File: config.mk
export PLATFORM = sky130hd
export DESIGN_NAME = mat2x2_alu_seq_flat
export DESIGN_NICKNAME = d
export VERILOG_FILES = /design/src/rtl/mat2x2_alu_seq_if.sv /design/src/rtl/mat2x2_alu_seq.sv /design/src/flat_wrapper.sv
export SDC_FILE = /design/constraint.sdc
export NUM_CORES = 1
export LEC_CHECK = 0
export CAP_MARGIN = 20
export CORE_MARGIN = 2
export CORE_UTILIZATION = 38
export DETAILED_ROUTE_END_ITERATION = 8
export PLACE_DENSITY = 0.67
export SLEW_MARGIN = 25
export SYNTH_ARGS = -nofsm -noshare
export SYNTH_HDL_FRONTEND = slang
export SYNTH_SLANG_ARGS = --single-unit
File: constraint.sdc
create_clock -name clk -period 9.5 [get_ports clk]
set_input_delay 1.9 -clock clk [delete_from_list [all_inputs] [get_ports clk]]
set_output_delay 1.9 -clock clk [all_outputs]
set_load 0.05 [all_outputs]
File: src/rtl/mat2x2_alu_seq_if.sv
// Handshake bundle for mat2x2_alu_seq: operand/op request channel and
// 2x2 result channel. Parameter W is the operand element width; result
// elements are 2W+1 bits.
interface mat2x2_alu_seq_if #(
  parameter int W = 8
);
  logic           in_valid;
  logic           in_ready;
  logic [2:0]     op;
  logic [W-1:0]   a00, a01, a10, a11;
  logic [W-1:0]   b00, b01, b10, b11;
  logic           out_valid;
  logic           out_ready;
  logic [2*W:0]   y00, y01, y10, y11;
  logic           err;

  modport master (
    output in_valid, op, a00, a01, a10, a11, b00, b01, b10, b11, out_ready,
    input  in_ready, out_valid, y00, y01, y10, y11, err
  );

  modport slave (
    input  in_valid, op, a00, a01, a10, a11, b00, b01, b10, b11, out_ready,
    output in_ready, out_valid, y00, y01, y10, y11, err
  );
endinterface

File: src/rtl/mat2x2_alu_seq.sv
// Sequential 2x2 matrix ALU: ADD, SUB, matrix product (MUL) and
// element-wise product (HAD) on W-bit elements, 2W+1-bit results.
// A single multiplier is time-shared across the HAD/MUL steps.
// Optional feature: define MAT_ALU_TRANSPOSE_EN to enable op 100 (TRN,
// transpose of A); otherwise op 100 is reported as illegal.
module mat2x2_alu_seq #(
  parameter int W      = 8,
  parameter bit SIGNED = 1'b0
) (
  input logic           clk,
  input logic           rst_n,
  mat2x2_alu_seq_if.slave bus
);

  localparam int YW = 2 * W + 1;

  typedef enum logic [1:0] {
    S_IDLE,
    S_CALC,
    S_DONE
  } state_t;

  typedef enum logic [2:0] {
    OP_ADD = 3'b000,
    OP_SUB = 3'b001,
    OP_MUL = 3'b010,
    OP_HAD = 3'b011,
    OP_TRN = 3'b100
  } op_t;

  state_t          state;
  logic [2:0]      cnt;
  logic [2:0]      op_r;
  logic [W-1:0]    a_r [4];
  logic [W-1:0]    b_r [4];
  logic [YW-1:0]   y_r [4];
  logic            ov_r;
  logic            err_r;

  logic [1:0]      ai, bi, tgt;
  logic [YW-1:0]   ma, mb, prod;
  logic            last;

  // Zero- or sign-extend an element to result width.
  function automatic logic [YW-1:0] ext(input logic [W-1:0] v);
    return {{(W + 1){v[W-1] & SIGNED}}, v};
  endfunction

  // Operand selection for the shared multiplier and step bookkeeping.
  // Arrays are indexed 2*row+col. For MUL, step cnt = {i, k, j} picks
  // a[i][j] * b[j][k] and accumulates into y[i][k].
  always_comb begin
    ai   = cnt[1:0];
    bi   = cnt[1:0];
    tgt  = cnt[1:0];
    last = 1'b1;
    if (op_r == OP_MUL) begin
      ai   = {cnt[2], cnt[0]};
      bi   = {cnt[0], cnt[1]};
      tgt  = cnt[2:1];
      last = (cnt == 3'd7);
    end else if (op_r == OP_HAD) begin
      last = (cnt == 3'd3);
    end
    // Low 2W+1 bits of the product are exact for both signednesses,
    // since every legal result fits in 2W+1 bits.
    ma   = ext(a_r[ai]);
    mb   = ext(b_r[bi]);
    prod = ma * mb;
  end

  // Control FSM, operand latches and result accumulators.
  always_ff @(posedge clk) begin
    if (!rst_n) begin
      state <= S_IDLE;
      cnt   <= '0;
      op_r  <= '0;
      ov_r  <= 1'b0;
      err_r <= 1'b0;
      a_r   <= '{default: '0};
      b_r   <= '{default: '0};
      y_r   <= '{default: '0};
    end else begin
      case (state)
        S_IDLE: begin
          if (bus.in_valid) begin
            op_r   <= bus.op;
            a_r[0] <= bus.a00;
            a_r[1] <= bus.a01;
            a_r[2] <= bus.a10;
            a_r[3] <= bus.a11;
            b_r[0] <= bus.b00;
            b_r[1] <= bus.b01;
            b_r[2] <= bus.b10;
            b_r[3] <= bus.b11;
            y_r    <= '{default: '0};
            cnt    <= '0;
            state  <= S_CALC;
          end
        end
        S_CALC: begin
          case (op_r)
            OP_ADD: begin
              y_r[0] <= ext(a_r[0]) + ext(b_r[0]);
              y_r[1] <= ext(a_r[1]) + ext(b_r[1]);
              y_r[2] <= ext(a_r[2]) + ext(b_r[2]);
              y_r[3] <= ext(a_r[3]) + ext(b_r[3]);
            end
            OP_SUB: begin
              y_r[0] <= ext(a_r[0]) - ext(b_r[0]);
              y_r[1] <= ext(a_r[1]) - ext(b_r[1]);
              y_r[2] <= ext(a_r[2]) - ext(b_r[2]);
              y_r[3] <= ext(a_r[3]) - ext(b_r[3]);
            end
            OP_MUL: y_r[tgt] <= y_r[tgt] + prod;
            OP_HAD: y_r[tgt] <= prod;
`ifdef MAT_ALU_TRANSPOSE_EN
            OP_TRN: begin
              y_r[0] <= ext(a_r[0]);
              y_r[1] <= ext(a_r[2]);
              y_r[2] <= ext(a_r[1]);
              y_r[3] <= ext(a_r[3]);
            end
`endif
            // Illegal op: results stay at the zeros loaded on accept.
            default: err_r <= 1'b1;
          endcase
          cnt <= cnt + 3'd1;
          if (last) begin
            state <= S_DONE;
            ov_r  <= 1'b1;
          end
        end
        S_DONE: begin
          if (bus.out_ready) begin
            ov_r  <= 1'b0;
            err_r <= 1'b0;
            state <= S_IDLE;
          end
        end
        default: state <= S_IDLE;
      endcase
    end
  end

  assign bus.in_ready  = (state == S_IDLE);
  assign bus.out_valid = ov_r;
  assign bus.err       = err_r;
  assign bus.y00       = y_r[0];
  assign bus.y01       = y_r[1];
  assign bus.y10       = y_r[2];
  assign bus.y11       = y_r[3];

endmodule
File: src/flat_wrapper.sv
// flat-port wrapper written by rule: the top's interface ports become plain ports
module mat2x2_alu_seq_flat 
#(
  parameter int W      = 8,
  parameter bit SIGNED = 1'b0
)
  (clk, rst_n, bus_in_valid, bus_op, bus_a00, bus_a01, bus_a10, bus_a11, bus_b00, bus_b01, bus_b10, bus_b11, bus_out_ready, bus_in_ready, bus_out_valid, bus_y00, bus_y01, bus_y10, bus_y11, bus_err);
  mat2x2_alu_seq_if #(.W(W)) bus_i ();
  input logic clk;
  input logic rst_n;
  input wire logic [$bits(bus_i.in_valid)-1:0] bus_in_valid;
  input wire logic [$bits(bus_i.op)-1:0] bus_op;
  input wire logic [$bits(bus_i.a00)-1:0] bus_a00;
  input wire logic [$bits(bus_i.a01)-1:0] bus_a01;
  input wire logic [$bits(bus_i.a10)-1:0] bus_a10;
  input wire logic [$bits(bus_i.a11)-1:0] bus_a11;
  input wire logic [$bits(bus_i.b00)-1:0] bus_b00;
  input wire logic [$bits(bus_i.b01)-1:0] bus_b01;
  input wire logic [$bits(bus_i.b10)-1:0] bus_b10;
  input wire logic [$bits(bus_i.b11)-1:0] bus_b11;
  input wire logic [$bits(bus_i.out_ready)-1:0] bus_out_ready;
  output wire logic [$bits(bus_i.in_ready)-1:0] bus_in_ready;
  output wire logic [$bits(bus_i.out_valid)-1:0] bus_out_valid;
  output wire logic [$bits(bus_i.y00)-1:0] bus_y00;
  output wire logic [$bits(bus_i.y01)-1:0] bus_y01;
  output wire logic [$bits(bus_i.y10)-1:0] bus_y10;
  output wire logic [$bits(bus_i.y11)-1:0] bus_y11;
  output wire logic [$bits(bus_i.err)-1:0] bus_err;
  assign bus_i.in_valid = bus_in_valid;
  assign bus_i.op = bus_op;
  assign bus_i.a00 = bus_a00;
  assign bus_i.a01 = bus_a01;
  assign bus_i.a10 = bus_a10;
  assign bus_i.a11 = bus_a11;
  assign bus_i.b00 = bus_b00;
  assign bus_i.b01 = bus_b01;
  assign bus_i.b10 = bus_b10;
  assign bus_i.b11 = bus_b11;
  assign bus_i.out_ready = bus_out_ready;
  assign bus_in_ready = bus_i.in_ready;
  assign bus_out_valid = bus_i.out_valid;
  assign bus_y00 = bus_i.y00;
  assign bus_y01 = bus_i.y01;
  assign bus_y10 = bus_i.y10;
  assign bus_y11 = bus_i.y11;
  assign bus_err = bus_i.err;
  mat2x2_alu_seq #(.W(W), .SIGNED(SIGNED)) u_core (.clk(clk), .rst_n(rst_n), .bus(bus_i));
endmodule
## Yosys cells after proc, flatten, opt, wreduce, memory -nomap -nowiden

Index checks and enable logic that the tools add are counted.

- Add/subtract/negate cells: 10
- Multiply operators: 1
- Divide/modulo/power cells: 0
- $lt $le $gt $ge: 4
- Equality and inequality tests: 12
- Shift operators: 0
- Multiplexer cells: 32
- Bitwise logic cells: 3
- Reductions and logical operators: 12

Operators with widths:

| cell | number |
|---|---|
| one-hot mux 68 bit (4 select lines) | 1 |
| bitwise mux 68 bit | 2 |
| one-hot mux 68 bit (2 select lines) | 1 |
| two-way mux 68 bit | 1 |
| two-way mux 17 bit | 3 |
| adder 8 x 8 -> 9 bit | 4 |
| subtractor 8 x 8 -> 9 bit | 4 |
| binary-select mux 17 bit (select 2 bit) | 1 |
| demux 17 bit (select 2 bit) | 1 |
| binary-select mux 8 bit (select 2 bit) | 2 |
| two-way mux 8 bit | 4 |
| adder 17 bit | 1 |
| multiplier 8 x 8 -> 16 bit | 1 |
| two-way mux 2 bit | 6 |
| AND reduction 3 bit | 4 |
| == test 3 x 2 -> 1 bit, second input constant | 3 |
| greater-or-equal comparator 3 bit, second input constant | 3 |
| inverter 2 -> 3 bit | 3 |
| != test 2 bit, second input constant | 3 |
| one-hot mux 2 bit (3 select lines) | 1 |
| one-hot mux 3 bit (2 select lines) | 1 |
| two-way mux 1 bit | 5 |
| != test 5 x 3 -> 1 bit, second input constant | 1 |
| one-hot mux 1 bit (2 select lines) | 2 |
| 14 further kinds | 16 |

- Flip-flop bits (word level): 142
- Bits in latches: 0
- Bits in writable memories: 0
- ROM bits: 0
- Output and inout bits: 71
- Word-level logic and storage cells: 91
- Memories: 0

## Depth between registers and ports, before layout

Gate-level depths: netlist of the first run.

- Word-level depth: 11
- Mapped depth: 31
- Gate-level depth less buffers: 29

## Worst setup path before layout of the first run

OpenSTA, ideal clock, no wires.

- Kind: register to register
- Start: reg u_core.op_r[2]
- End: reg u_core.y_r (netlist bit u_core.bus.y00[16])
- Data arrival time: 6.999 ns
- Data required time: 9.420 ns
- Slack: 2.421 ns
- Stages on the path, launching flop included: 29
- Clock period less this slack: 7.079 ns
- Cell sequence: dfxtp_1 buf_6 or3b_1 and2_1 a21oi_1 buf_2 mux4_2 and2_1 fa_1 fa_1 inv_1 fa_1 fa_1 inv_1 ha_1 o21ai_0 nor2_1 o21a_1 nor2_1 xor2_1 inv_1 ha_1 a211o_1 nand3b_1 a31o_1 a221oi_2 xor2_1 a221oi_1 a211oi_2

- Cells in the longest elaborated chain, start to end: 11

RTL lines:

| what | RTL line | source |
|---|---|---|
| from (decl) | mat2x2_alu_seq.sv:33 | `logic [2:0] op_r;` |
| from (signal assigned) | mat2x2_alu_seq.sv:87 | `op_r <= bus.op;` |
| == test 3 x 2 -> 1 bit | mat2x2_alu_seq.sv:57, mat2x2_alu_seq.sv:102 |  |
| two-way mux 2 bit | mat2x2_alu_seq.sv:57 | `if (op_r == OP_MUL) begin` |
| inverter 2 -> 3 bit (on tied branches) | mat2x2_alu_seq.sv:67, mat2x2_alu_seq.sv:68 |  |
| binary-select mux 8 bit (select 2 bit) (on tied branches) | mat2x2_alu_seq.sv:67, mat2x2_alu_seq.sv:68 |  |
| two-way mux 8 bit (on tied branches) (2 in series) | mat2x2_alu_seq.sv:67, mat2x2_alu_seq.sv:68 |  |
| multiplier 8 x 8 -> 16 bit | mat2x2_alu_seq.sv:69 | `prod = ma * mb;` |
| adder 17 bit | mat2x2_alu_seq.sv:115 | `OP_MUL: y_r[tgt] <= y_r[tgt] + prod;` |
| bitwise mux 68 bit | mat2x2_alu_seq.sv:115 |  |
| one-hot mux 68 bit (4 select lines) | mat2x2_alu_seq.sv:102 | `case (op_r)` |
| one-hot mux 68 bit (2 select lines) | mat2x2_alu_seq.sv:84 | `case (state)` |
| to (signal, indexed assignment) | mat2x2_alu_seq.sv:115 |  |
| to (signal, indexed assignment) | mat2x2_alu_seq.sv:116 | `OP_HAD: y_r[tgt] <= prod;` |
| to (decl) | mat2x2_alu_seq.sv:36 | `logic [YW-1:0] y_r [4];` |

Parallel ways exist; a longest one is shown, timed or not. The select of a mux whose other input is x is not followed.
A chain may end at the register's enable or synchronous reset.

## Final worst setup path of the first run

- Start: reg u_core.op_r[1]
- End: reg u_core.y_r (netlist bit u_core.bus.y00[16])

The elaborated chain is that of the path after synthesis.

==> results.md, run 1 <==
* Total number of vias at 12500
* Leakage at 6.12 nW
* Switching power at 0.784 mW
* Max Freq at 118 MHz
* Register cell area after layout at 2840 um^2
* Buf/Inv on CP at 4
* Main synth FF type: dfxtp_1
* Clock power share at 0.330
* Routability congestion estimate at 1.01
* Peak VDD IR at 111 uV
* Worst-path clk slew at 0.07 ns
* Post-CTS sizing at 0
* Antenna violations before repair at 2
* Pin count of the biggest net entering global routing at 95
* Post-route design area at 14800 um^2
* Status: finished clean
* Post-place instance area at 14200 um^2
* Slew HR at 0.299
* RSZ-0062 raised after global routing: no
* Commonest non-fill, non-tap cell in the layout: nand2_1
* Final setup margin at 1.02 ns
* DRC at 0
* Hold Crit Class: flop to flop
* GRT Util Overall at 0.271
* CP max stage delay at 0.70 ns
* Critical path class: flop to flop
* Overflow after GRT at 0
* Levels on crit path at 27
* Placed cells at 2094
* TNS Setup at 0 ns
* Syn Area/Cell at 7.89 um^2
* Crit. End Element: flop
* Top Ports at 142
* Rows at 66
* EDFF count, synth at 0
* Hpwl dp at 36.2 mm
* Vias in the first global route at 12000
* Die width at 185 um
* Final Instance Count excl. Fillers at 2126
* Crit path max-delay cell type: mux4_2
* CTS buffer count at 17
* Synth Warn # at 0
* Syn nets at 1812
* Max-slew violations at 0
* Pin slew with the least headroom to its limit at 1.05 ns
* Clk sinks at 142
* Final hold viol count at 0
* Final #Nets at 1909
* Htree depth at 4
* R2R Path End: u_core.bus.y00[16]$_SDFFE_PN0P_
* Syn Inst Count at 1574
* Clock latency on the worst-skew pair at 0.44 ns
* Ant diodes at 0
* Worst path required time at 9.85 ns
* Post-DR vias/cell at 5.90
* Detailed Routing Iterations Pass 1 at 7
* Max Clock Skew at 0.00988 ns
* Mapped cell area at 12400 um^2
* Min Tclk post-route at 8.48 ns
* Root Buffer: clkbuf_16
* Worst setup startpoint: u_core.op_r[1]$_SDFFE_PN0P_
* Critical Path Fanout Max at 17
* Switching Fraction at 0.381
* Synth-to-Final Area Change at 19.4%
* DR iter-0 viols at 1487
* DIE AREA at 34100 um^2
* Post-synth top area cell: dfxtp_1
* Worst setup path end: u_core.bus.y00[16]$_SDFFE_PN0P_
* Flop-to-flop setup slack at 1.02 ns
* R2R Path Start: u_core.op_r[1]$_SDFFE_PN0P_
* Setup Buffers After CTS at 0
* Die Y at 185 um
* Fin crit share at 0.892
* PortBufs at 141
* Post-synth ARST share at 0
* Top-area cell type share of the netlist area at 0.229
* Reg2Reg Depth at 27
* Max Cap Viol at 0
* Worst Path Arrival at 8.83 ns
* DRT Wirelength at 45.9 mm
* First-pass GRT wire length at 70.0 mm
* Multi-input logic area at 8860 um^2
* Sequential cell fraction of total power at 0.333
* Layout cell share with drive strength beyond 1 at 0.0558
* Final setup viols at 0
* Yosys cell types at 73
* Setup slack at placement at 1.12 ns
* Top Family by Delay on Critical Path: adder cells
* Tot Pwr at 2.06 mW
* PD cells at 139 nW/um^2
* Gate power share at 0.337
* # fillers at 3317
* CTS tree: built
* Internal at 1.27 mW
* Max Buffers Root-to-Sink at 2
* Antenna Nets Post-Route at 0
* Core Area at 32400 um^2
* Register bit total from synthesis at 142
* Most frequent cells in the layout: nand2_1 (268), a21oi_1 (170), dfxtp_1 (142)
* Hold_buf cts at 0
* Initial core utilization at 0.384
* Sequential share of the synthesized area at 0.229
* Nature of the critical path startpoint: flop
* Routed length per placed instance at 21.6 um
* Area contributors post-synth: dfxtp_1 (23%), ha_1 (12%), nand2_1 (8.1%)
* CP dominant cell by count: fa_1
Yosys cell counts (7+ instances only):
cell,n
ha_1,122
nor2_1,86
a221oi_1,33
a21oi_1,172
o21ai_0,70
xor2_1,20
nand2_1,269
dfxtp_1,142
clkbuf_1,65
nand2b_1,17
a211oi_1,24
o211ai_1,7
a21o_1,24
mux4_2,17
and2_1,80
nand3_1,9
o221ai_1,10
nor2b_1,8
o21a_1,7
o21bai_1,9
fa_1,45
xnor2_1,32
nor3_1,21
buf_1,11
a221o_1,16
inv_1,115
a31oi_1,26
o31ai_1,10
a22oi_1,10
power by group through the flow:
stage               logic, mW  clock network (mW)  registers [mW]
detailed placement      0.672                   0           0.696
floorplan               0.437                   0           0.692
global route            0.750               0.709           0.687
finish                  0.692               0.679           0.685
global placement        0.667                   0           0.695
CTS                     0.675               0.684           0.683
logic make-up (layout without fill, tap and decap cells):
family | count (synthesis) | after routing | synth area share
multiplexers | 22 | 22 | 0.0350
buffers and inverters | 198 | 308 | 0.0610
flip-flops | 142 | 142 | 0.229
AO/OA/AOI/OAI | 478 | 478 | 0.256
adder cells (fa/ha/maj) | 167 | 167 | 0.195
AND/OR/NAND/NOR | 515 | 515 | 0.187
XOR/XNOR | 52 | 52 | 0.0367
worst min path at each step:
stage	start	to	slack, ns	cells after the start
2_1_floorplan	u_core.a_r[16]$_SDFFE_PN0P_	u_core.a_r[16]$_SDFFE_PN0P_	0.46	2
3_3_place_gp	u_core.bus.err$_SDFFE_PN0P_	u_core.bus.err$_SDFFE_PN0P_	0.47	2
3_5_place_dp	u_core.bus.err$_SDFFE_PN0P_	u_core.bus.err$_SDFFE_PN0P_	0.48	2
4_1_cts	u_core.bus.err$_SDFFE_PN0P_	u_core.bus.err$_SDFFE_PN0P_	0.50	2
5_1_grt	u_core.bus.err$_SDFFE_PN0P_	u_core.bus.err$_SDFFE_PN0P_	0.52	2
6_report	u_core.bus.err$_SDFFE_PN0P_	u_core.bus.err$_SDFFE_PN0P_	0.49	2
sequential cells by signal, summed over array words and instances (netlist names):
signal	count
u_core.a_r	32
u_core.b_r	32
u_core.bus.y00	17
u_core.bus.y01	17
u_core.bus.y10	17
u_core.bus.y11	17
u_core.cnt	3
u_core.op_r	3
u_core.state	2
u_core.bus.err	1
u_core.bus.out_valid	1
per-layer routing:
layer,vias to the layer above,share of wire,wire length (um),GRT usage
met4,0,0.040,1820,0.114
met2,665,0.45,20400,0.427
met1,6010,0.42,19400,0.367
li1,5753,-,-,-
met5,-,0,0,0
met3,112,0.091,4190,0.0449
cell type report:
cell class,count,share of cell area
Tap cell,442,0.0373
Sequential cell,142,0.192
Inverter,116,0.0294
Multi-Input combinational cell,1234,0.598
Timing Repair Buffer,160,0.105
Clock buffer,20,0.0301
Clock inverter,12,0.00920
tightest hold or removal path: stages (launching register included):
cell and delay [ns]:
dfxtp_1 0.33, nand2_1 0.06, a21oi_1 0.06
through the flow:
step / util / hold WS (ns)
after floorplan: - / 0.463
after global placement: 0.440 / 0.474
after detailed placement: 0.440 / 0.479
after CTS: 0.458 / 0.496
after global routing: 0.458 / 0.518
final: 0.458 / 0.495
Power figures use the tool's default switching activity.
==> run 2, diff against run 1 <==
--- a/config.mk
+++ b/config.mk
@@ -5,7 +5,7 @@
 export SDC_FILE = /design/constraint.sdc
 export NUM_CORES = 1
 export LEC_CHECK = 0
-export CAP_MARGIN = 20
+export CAP_MARGIN = 0
 export CORE_MARGIN = 2
 export CORE_UTILIZATION = 38
 export DETAILED_ROUTE_END_ITERATION = 8
==> results of run 2 <==
Final layout, timing and power as in run 1 (identical DEF).
